<file path="config.mk">
export PLATFORM = sky130hd
export DESIGN_NAME = uart_tx
export DESIGN_NICKNAME = d
export VERILOG_FILES = /design/src/rtl/uart_tx_pkg.sv /design/src/rtl/uart_baud_gen.sv /design/src/rtl/uart_tx.sv
export SDC_FILE = /design/constraint.sdc
export NUM_CORES = 1
export LEC_CHECK = 0
export CELL_PAD_IN_SITES_DETAIL_PLACEMENT = 1
export CELL_PAD_IN_SITES_GLOBAL_PLACEMENT = 2
export CORE_ASPECT_RATIO = 1.75
export CORE_MARGIN = 3
export CORE_UTILIZATION = 30
export DETAILED_ROUTE_END_ITERATION = 16
export DONT_BUFFER_PORTS = 1
export PLACE_DENSITY_LB_ADDON = 0.1
export SLEW_MARGIN = 10
export SYNTH_ARGS = -nofsm -noshare
export SYNTH_HDL_FRONTEND = slang
export SYNTH_SLANG_ARGS = --single-unit
</file>
<file path="constraint.sdc">
create_clock -name clk_25 -period 6.25 [get_ports clk_25]
set_input_delay 1.25 -clock clk_25 [delete_from_list [all_inputs] [get_ports clk_25]]
set_output_delay 1.25 -clock clk_25 [all_outputs]
set_load 0.01 [all_outputs]
</file>
<file path="src/rtl/uart_tx_pkg.sv">
// uart_tx_pkg: shared FSM state encoding, default line rates and the
// bit-period divider computation. The PARITY state exists only when
// UART_TX_PARITY_EN is defined.
package uart_tx_pkg;

  localparam int DEF_CLK_HZ = 25_000_000;
  localparam int DEF_BAUD   = 115_200;

  // state      | meaning
  // ST_IDLE    | line high, ready for a byte
  // ST_START   | start bit (0)
  // ST_DATA    | eight data bits, LSB first
  // ST_PARITY  | even parity bit (optional build)
  // ST_STOP    | stop bit (1)
  typedef enum logic [2:0] {
    ST_IDLE   = 3'd0,
    ST_START  = 3'd1,
    ST_DATA   = 3'd2,
`ifdef UART_TX_PARITY_EN
    ST_PARITY = 3'd3,
`endif
    ST_STOP   = 3'd4
  } state_t;

  // Clock cycles per line bit, truncated.
  function automatic int calc_div(input int clk_hz, input int baud);
    return clk_hz / baud;
  endfunction

endpackage

</file>
<file path="src/rtl/uart_baud_gen.sv">
// uart_baud_gen: bit-period timer. Emits a one-cycle tick every DIV cycles;
// i_restart realigns the period so the first tick lands DIV cycles later.
module uart_baud_gen
  import uart_tx_pkg::*;
#(
  parameter int DIV = 217
) (
  input  logic i_clk,
  input  logic i_rst,
  input  logic i_restart,
  output logic o_tick
);

  localparam int CW = (DIV > 1) ? $clog2(DIV) : 1;
  localparam logic [CW-1:0] RELOAD = CW'(DIV - 1);

  logic [CW-1:0] r_cnt;
  logic          w_tc;

  if (DIV < 2) begin : g_div_check
    $error("uart_baud_gen: DIV must be at least 2");
  end

  assign w_tc   = (r_cnt == '0);
  assign o_tick = w_tc;

  // Down-counter: reload on restart or terminal count, otherwise decrement.
  always_ff @(posedge i_clk) begin
    if (i_rst) begin
      r_cnt <= '0;
    end else if (i_restart || w_tc) begin
      r_cnt <= RELOAD;
    end else begin
      r_cnt <= r_cnt - CW'(1);
    end
  end

endmodule

</file>
<file path="src/rtl/uart_tx.sv">
// uart_tx: byte-wide UART transmitter with valid/ready intake.
// Frame is 8N1 by default; defining UART_TX_PARITY_EN inserts an even
// parity bit between the data bits and the stop bit.
module uart_tx
  import uart_tx_pkg::*;
#(
  parameter int CLK_HZ = DEF_CLK_HZ,
  parameter int BAUD   = DEF_BAUD
) (
  input  logic       clk_25,
  input  logic       sys_reset,
  input  logic [7:0] tx_data,
  input  logic       tx_valid,
  output logic       tx_ready,
  output logic       tx_busy,
  output logic       tx
);

  localparam int DIV = calc_div(CLK_HZ, BAUD);

  state_t     r_state;
  logic [7:0] r_data;
  logic [2:0] r_bit_idx;
  logic       r_tx;
  logic       r_ready;
  logic       r_busy;

  logic       w_tick;
  logic       w_accept;
  logic [2:0] w_next_idx;

  assign w_accept   = (r_state == ST_IDLE) && r_ready && tx_valid;
  assign w_next_idx = r_bit_idx + 3'd1;

  assign tx       = r_tx;
  assign tx_ready = r_ready;
  assign tx_busy  = r_busy;

  uart_baud_gen #(
    .DIV(DIV)
  ) u_baud_gen (
    .i_clk    (clk_25),
    .i_rst    (sys_reset),
    .i_restart(w_accept),
    .o_tick   (w_tick)
  );

  // Frame sequencer; every output is registered so tx never glitches.
  always_ff @(posedge clk_25) begin
    if (sys_reset) begin
      r_state   <= ST_IDLE;
      r_data    <= 8'h00;
      r_bit_idx <= 3'd0;
      r_tx      <= 1'b1;
      r_ready   <= 1'b0;
      r_busy    <= 1'b0;
    end else begin
      case (r_state)
        ST_IDLE: begin
          r_tx   <= 1'b1;
          r_busy <= 1'b0;
          if (w_accept) begin
            r_data    <= tx_data;
            r_bit_idx <= 3'd0;
            r_state   <= ST_START;
            r_tx      <= 1'b0;
            r_busy    <= 1'b1;
            r_ready   <= 1'b0;
          end else begin
            r_ready <= 1'b1;
          end
        end
        ST_START: begin
          if (w_tick) begin
            r_state <= ST_DATA;
            r_tx    <= r_data[0];
          end
        end
        ST_DATA: begin
          if (w_tick) begin
            if (r_bit_idx == 3'd7) begin
              r_bit_idx <= 3'd0;
`ifdef UART_TX_PARITY_EN
              r_state   <= ST_PARITY;
              r_tx      <= ^r_data;
`else
              r_state   <= ST_STOP;
              r_tx      <= 1'b1;
`endif
            end else begin
              r_bit_idx <= w_next_idx;
              r_tx      <= r_data[w_next_idx];
            end
          end
        end
`ifdef UART_TX_PARITY_EN
        ST_PARITY: begin
          if (w_tick) begin
            r_state <= ST_STOP;
            r_tx    <= 1'b1;
          end
        end
`endif
        ST_STOP: begin
          r_tx <= 1'b1;
          if (w_tick) begin
            r_state <= ST_IDLE;
            r_busy  <= 1'b0;
            r_ready <= 1'b1;
          end
        end
        default: begin
          r_state <= ST_IDLE;
          r_tx    <= 1'b1;
          r_busy  <= 1'b0;
          r_ready <= 1'b0;
        end
      endcase
    end
  end

endmodule

</file>
==> results.yml, run 1 <==
global_route:
  first_global_vias: 1075
  grt_overflow: 0
  grtUsageTotal_pct: 13.8
  grt_antenna_before_repair: 0
  grt_pass1_wl_mm: 5.13
  grt_max_degree: 23
synthesis:
  seq_area_frac_synth_pct: 40.7
  synthTopCellsByArea: "dfxtp_1, nand2_1, a21oi_1, a211oi_1, ha_1"
  synth-seq-cells: 25
  yosysWarnings: 0
  synth_top_area_share_pct: 40.7
  avgSynthCellArea_um2: 8.67
  syn_inst: 142
  syn_area_um2: 1230
  syn_nets: 156
  yosysUniqueCellTypes: 35
  synth_top_area_cell: "dfxtp_1"
worst_setup_path:
  cp_data_arrival_time_ns: 2.38
  startpoint_type: "register"
  end_kind: "register"
  path_class: "register to register"
  path_max_fanout: 6
  crit_required_ns: 6.41
floorplan:
  initial_core_util_pct: 31.5
  num_rows: 30
  coreArea_um2: 3900
  top_level_ports: 14
  die_width_um: 54.4
  dieArea_um2: 4940
  fp.dieH_um: 90.7
finish:
  final_nets: 154
  multi_input_area_um2: 689
  diodes: 0
  fin_util_pct: 33.5
  num-fill-cells: 491
  seqCellArea_um2: 500
  stdcell_area_um2: 1310
  syn2layout_area_growth_pct: 6.10
  layout-drive-gt1-share_pct: 7.19
  final_cell_mix: "nand2_1, dfxtp_1, a21oi_1, nor2_1"
routing:
  firstDrtPassIters: 3
  post-route-drc-count: 0
  drt_iter0_drc: 11
  routedWlPerCell_um: 16.3
  wl_mm: 3.05
  viasPerCell: 5.32
  final_antenna_net_count: 0
  vias: 995
pwr:
  powerDensity_nw_per_um2: 372
  ir_drop_mv: 0.205
  p_leak_nw: 0.452
sta:
  min_period_ns: 2.22
  rsz0062_at_grt: "false"
  slew_viol_final: 0
  fin_setup_tns_ns: 0
  tightest_slew_ns: 0.899
  relSlewSlack_pct: 39.6
  clock_skew_ns: 0.00668
  fmax_ghz: 0.450
  timing.final.crit_share_pct: 35.6
  setup_violations: 0
  final_hold_viol_count: 0
placed_design:
  placed_area_um2: 1260
  place.gp.congestion: 0.725
  dp_hpwl_mm: 2.28
  numPortBuffers: 0
clock_tree:
  cts_buffer_depth: 2
  cts_resized: 0
  cts_tree: "built"
  ctsHoldBuffers: 0
  path_clk_slew_ns: 0.09
  cts_root_buf: "clkbuf_8"
  cts.sinks: 25
  clkLatencyLatePin_ns: 0.27
  cts_inserted_buffers: 3
  cts_max_level: 1
  post_cts_buffers: 0
min_path:
  hold_path_class: "register to register"
run:
  maxCapViolations: 0
run_status:
  status: "completed"
==> metal layers <==
metal  routed length, um  track usage (%)  up-vias  part of all wire (%)
li1                    -                -      498                     -
met5                   0                0        -                     0
met1                1260             15.8      483                    41
met4                  58             6.24        0                   1.9
met3                  53             2.15        4                   1.7
met2                1670             23.6       10                    55
==> critical path, stage by stage (launching register included) <==
cell and delay [ns]:
dfxtp_1 0.39, ha_1 0.23, ha_1 0.35, mux4_1 0.57, o22a_1 0.20, a311oi_1 0.29, o21bai_1 0.09
==> final cells by class <==
type / count / share of cell area [%]
multi-input cells: 107 / 52.8
flip-flops and latches: 25 / 38.3
well taps: 48 / 4.60
clock buffers: 4 / 3.45
inverters: 3 / 0.862
==> per-stage QoR <==
stage	instances	setup slack, ns	hold WS [ns]	power (mW)
detailed placement	183	3.88	0.445	0.394
global route	187	3.86	0.477	0.530
global placement	183	3.91	0.436	0.388
CTS	187	3.96	0.458	0.494
finish	187	4.03	0.452	0.486
floorplan	142	4.15	0.420	0.359
==> kinds of logic after synthesis <==
group	Yosys count	synth area share [%]
xor+xnor	7	4.98
fa+ha+maj	3	3.05
mux	2	3.96
simple gates	56	24.7
compound gates	39	19.3
buf+inv	10	3.35
flops	25	40.7
==> synth_stat cells <==
| cell | number |
|---|---|
| or3_1 | 3 |
| or4b_1 | 1 |
| a31oi_1 | 2 |
| xor2_1 | 4 |
| or2b_2 | 1 |
| nand4b_1 | 1 |
| nor3b_2 | 1 |
| mux4_1 | 1 |
| nor4b_2 | 1 |
| o31a_1 | 1 |
| and4_1 | 2 |
| and2_1 | 2 |
| clkbuf_1 | 4 |
| nor2b_1 | 2 |
| buf_2 | 3 |
| a211oi_1 | 5 |
| xnor2_1 | 3 |
| o21bai_1 | 2 |
| a21oi_1 | 18 |
| inv_1 | 3 |
| o22a_1 | 1 |
| nand2_1 | 25 |
| nand3b_1 | 1 |
| a21boi_0 | 3 |
| or2_2 | 1 |
| and4b_2 | 1 |
| o21ai_0 | 5 |
| a311oi_1 | 2 |
| nor3_1 | 4 |
| mux4_2 | 1 |
| nand2b_1 | 1 |
| dfxtp_1 | 25 |
| ha_1 | 3 |
| nor2_1 | 8 |
| nor4_2 | 1 |
==> power by group <==
| part | switching (mW) | total, mW | internal [mW] |
|---|---|---|---|
| clock network | 0.0529 | 0.0986 | 0.0456 |
| registers | 0.0341 | 0.224 | 0.190 |
| logic | 0.0926 | 0.163 | 0.0701 |
| total | 0.180 | 0.486 | 0.306 |
==> registers in the layout, indices dropped and copies added, names as in the netlist <==
register	count
r_data	8
u_baud_gen.r_cnt	8
r_bit_idx	3
r_state	3
tx	1
tx_busy	1
tx_ready	1
==> final timing paths <==
path	slack, ns	endpoint	cells past startpoint	start
setup / recovery	4.03	tx	6	r_bit_idx[0]
hold / removal	0.45	r_data[6]	2	r_data[6]
setup reg to reg	4.03	tx	6	r_bit_idx[0]
hold reg to reg	0.45	r_data[6]	2	r_data[6]
Power figures use the tool's default switching activity.
==> run 2: changes to the inputs <==
==> constraint.sdc (replaced) <==
create_clock -name clk_25 -period 2.2 [get_ports clk_25]
set_input_delay 0.44 -clock clk_25 [delete_from_list [all_inputs] [get_ports clk_25]]
set_output_delay 0.44 -clock clk_25 [all_outputs]
set_load 0.01 [all_outputs]
==> run 2 against run 1 <==
Net effect: register-to-register slack got worse by 3.9 ns; die area unchanged; largest power group unchanged; final cell count increased by 2.7%; critical path type unchanged; sequential power increased to 2.8 times the previous value; critical endpoint unchanged; clock-buffer cell count unchanged; clock skew increased by 0.0015 ns.
==> results.yml, run 2 (synthesis results as in run 1) <==
sta:
  fin_setup_tns_ns: 0
  clock_skew_ns: 0.00821
  slew_viol_final: 0
  timing.final.crit_share_pct: 92.5
  final_hold_viol_count: 0
  tightest_slew_ns: 0.489
  whs_ns: 0.230
  rsz0062_at_grt: "false"
  relSlewSlack_pct: 67.1
  fmax_ghz: 0.491
  setup_violations: 0
  setup_ws_ns: 0.165
  min_period_ns: 2.04
worst_setup_path:
  startpoint_type: "register"
  cp_data_arrival_time_ns: 2.19
  path_max_fanout: 3
  end_kind: "register"
  crit_required_ns: 2.36
  path_class: "register to register"
global_route:
  grt_overflow: 0
  first_global_vias: 1078
  grt_max_degree: 23
  grtUsageTotal_pct: 14.1
  grt_pass1_wl_mm: 5.13
  grt_antenna_before_repair: 0
pwr:
  comb_power_share_pct: 37.3
  swShare_pct: 36.8
  p_total_mw: 1.44
  powerDensity_nw_per_um2: 1070
  p_int_mw: 0.907
  share_seq_of_total_power_pct: 43.9
  p_sw_mw: 0.528
  p_leak_nw: 0.478
  ir_drop_mv: 0.603
  pwr-share-clk_pct: 18.7
min_path:
  hold_path_class: "input port to register"
routing:
  firstDrtPassIters: 4
  routedWlPerCell_um: 16.0
  drt_iter0_drc: 13
  vias: 1012
  wl_mm: 3.07
  viasPerCell: 5.27
  final_antenna_net_count: 0
  post-route-drc-count: 0
placed_design:
  place_ws_ns: 0.174
  numPortBuffers: 0
  dp_hpwl_mm: 2.39
  placed_area_um2: 1300
  place.gp.congestion: 0.743
  place_inst: 188
finish:
  multi_input_area_um2: 689
  final_cell_mix: "nand2_1, dfxtp_1, a21oi_1, nor2_1"
  stdcell_area_um2: 1340
  top_regs: "r_data x8, u_baud_gen.r_cnt x8"
  num-fill-cells: 493
  syn2layout_area_growth_pct: 9.15
  fin_cells: 192
  seqCellArea_um2: 500
  layout-drive-gt1-share_pct: 10.4
  diodes: 0
  fin_util_pct: 34.4
  final_nets: 159
clock_tree:
  cts_max_level: 1
  cts_root_buf: "clkbuf_8"
  cts_buffer_depth: 2
  cts_inserted_buffers: 3
  path_clk_slew_ns: 0.09
  ctsHoldBuffers: 0
  clkLatencyLatePin_ns: 0.26
  cts.sinks: 25
  cts_resized: 0
  cts_tree: "built"
  post_cts_buffers: 0
floorplan:
  fp.dieH_um: 90.7
  coreArea_um2: 3900
  die_width_um: 54.4
  top_level_ports: 14
  dieArea_um2: 4940
  initial_core_util_pct: 31.5
  num_rows: 30
run_status:
  status: "completed"
run:
  maxCapViolations: 0
==> run 2: changes by cell type in the layout (fill, tap and decap cells not counted), sizes merged <==
cell	delta
buf	+5
==> run 2: final timing paths <==
check                                   from         to  slack (ns)  cells past startpoint
worst max-delay path            r_bit_idx[0]         tx        0.16                      6
worst min-delay path               sys_reset  r_data[0]        0.23                      1
worst max register to register  r_bit_idx[0]         tx        0.16                      6
worst min register to register     r_data[7]  r_data[7]        0.46                      2
==> run 2: area by class of cell <==
type                    count  area share (%)
clock buffers               4            3.35
flip-flops and latches     25            37.2
repair buffers              5            2.79
inverters                   3           0.838
well taps                  48            4.47
multi-input cells         107            51.3
==> run 2: routing by layer <==
layer  track usage (%)  up-vias  routed length, um
met1              14.6      489               1200
met4              3.74        0                 29
met3              2.64        2                 72
met2              26.5       15               1780
li1                  -      506                  -
met5                 0        -                  0
==> run 2: worst max-delay path, cell delays in order (launching register included) <==
cell	delay, ns
dfxtp_1	0.32
ha_1	0.20
ha_1	0.33
mux4_1	0.56
o22a_1	0.17
a311oi_1	0.27
o21bai_1	0.08
==> run 2: power by group through the flow <==
stage / clock network, mW / registers (mW) / logic, mW
floorplan: 0 / 0.620 / 0.400
global placement: 0 / 0.639 / 0.521
detailed placement: 0 / 0.643 / 0.542
CTS: 0.286 / 0.632 / 0.545
global route: 0.306 / 0.649 / 0.608
finish: 0.269 / 0.630 / 0.536
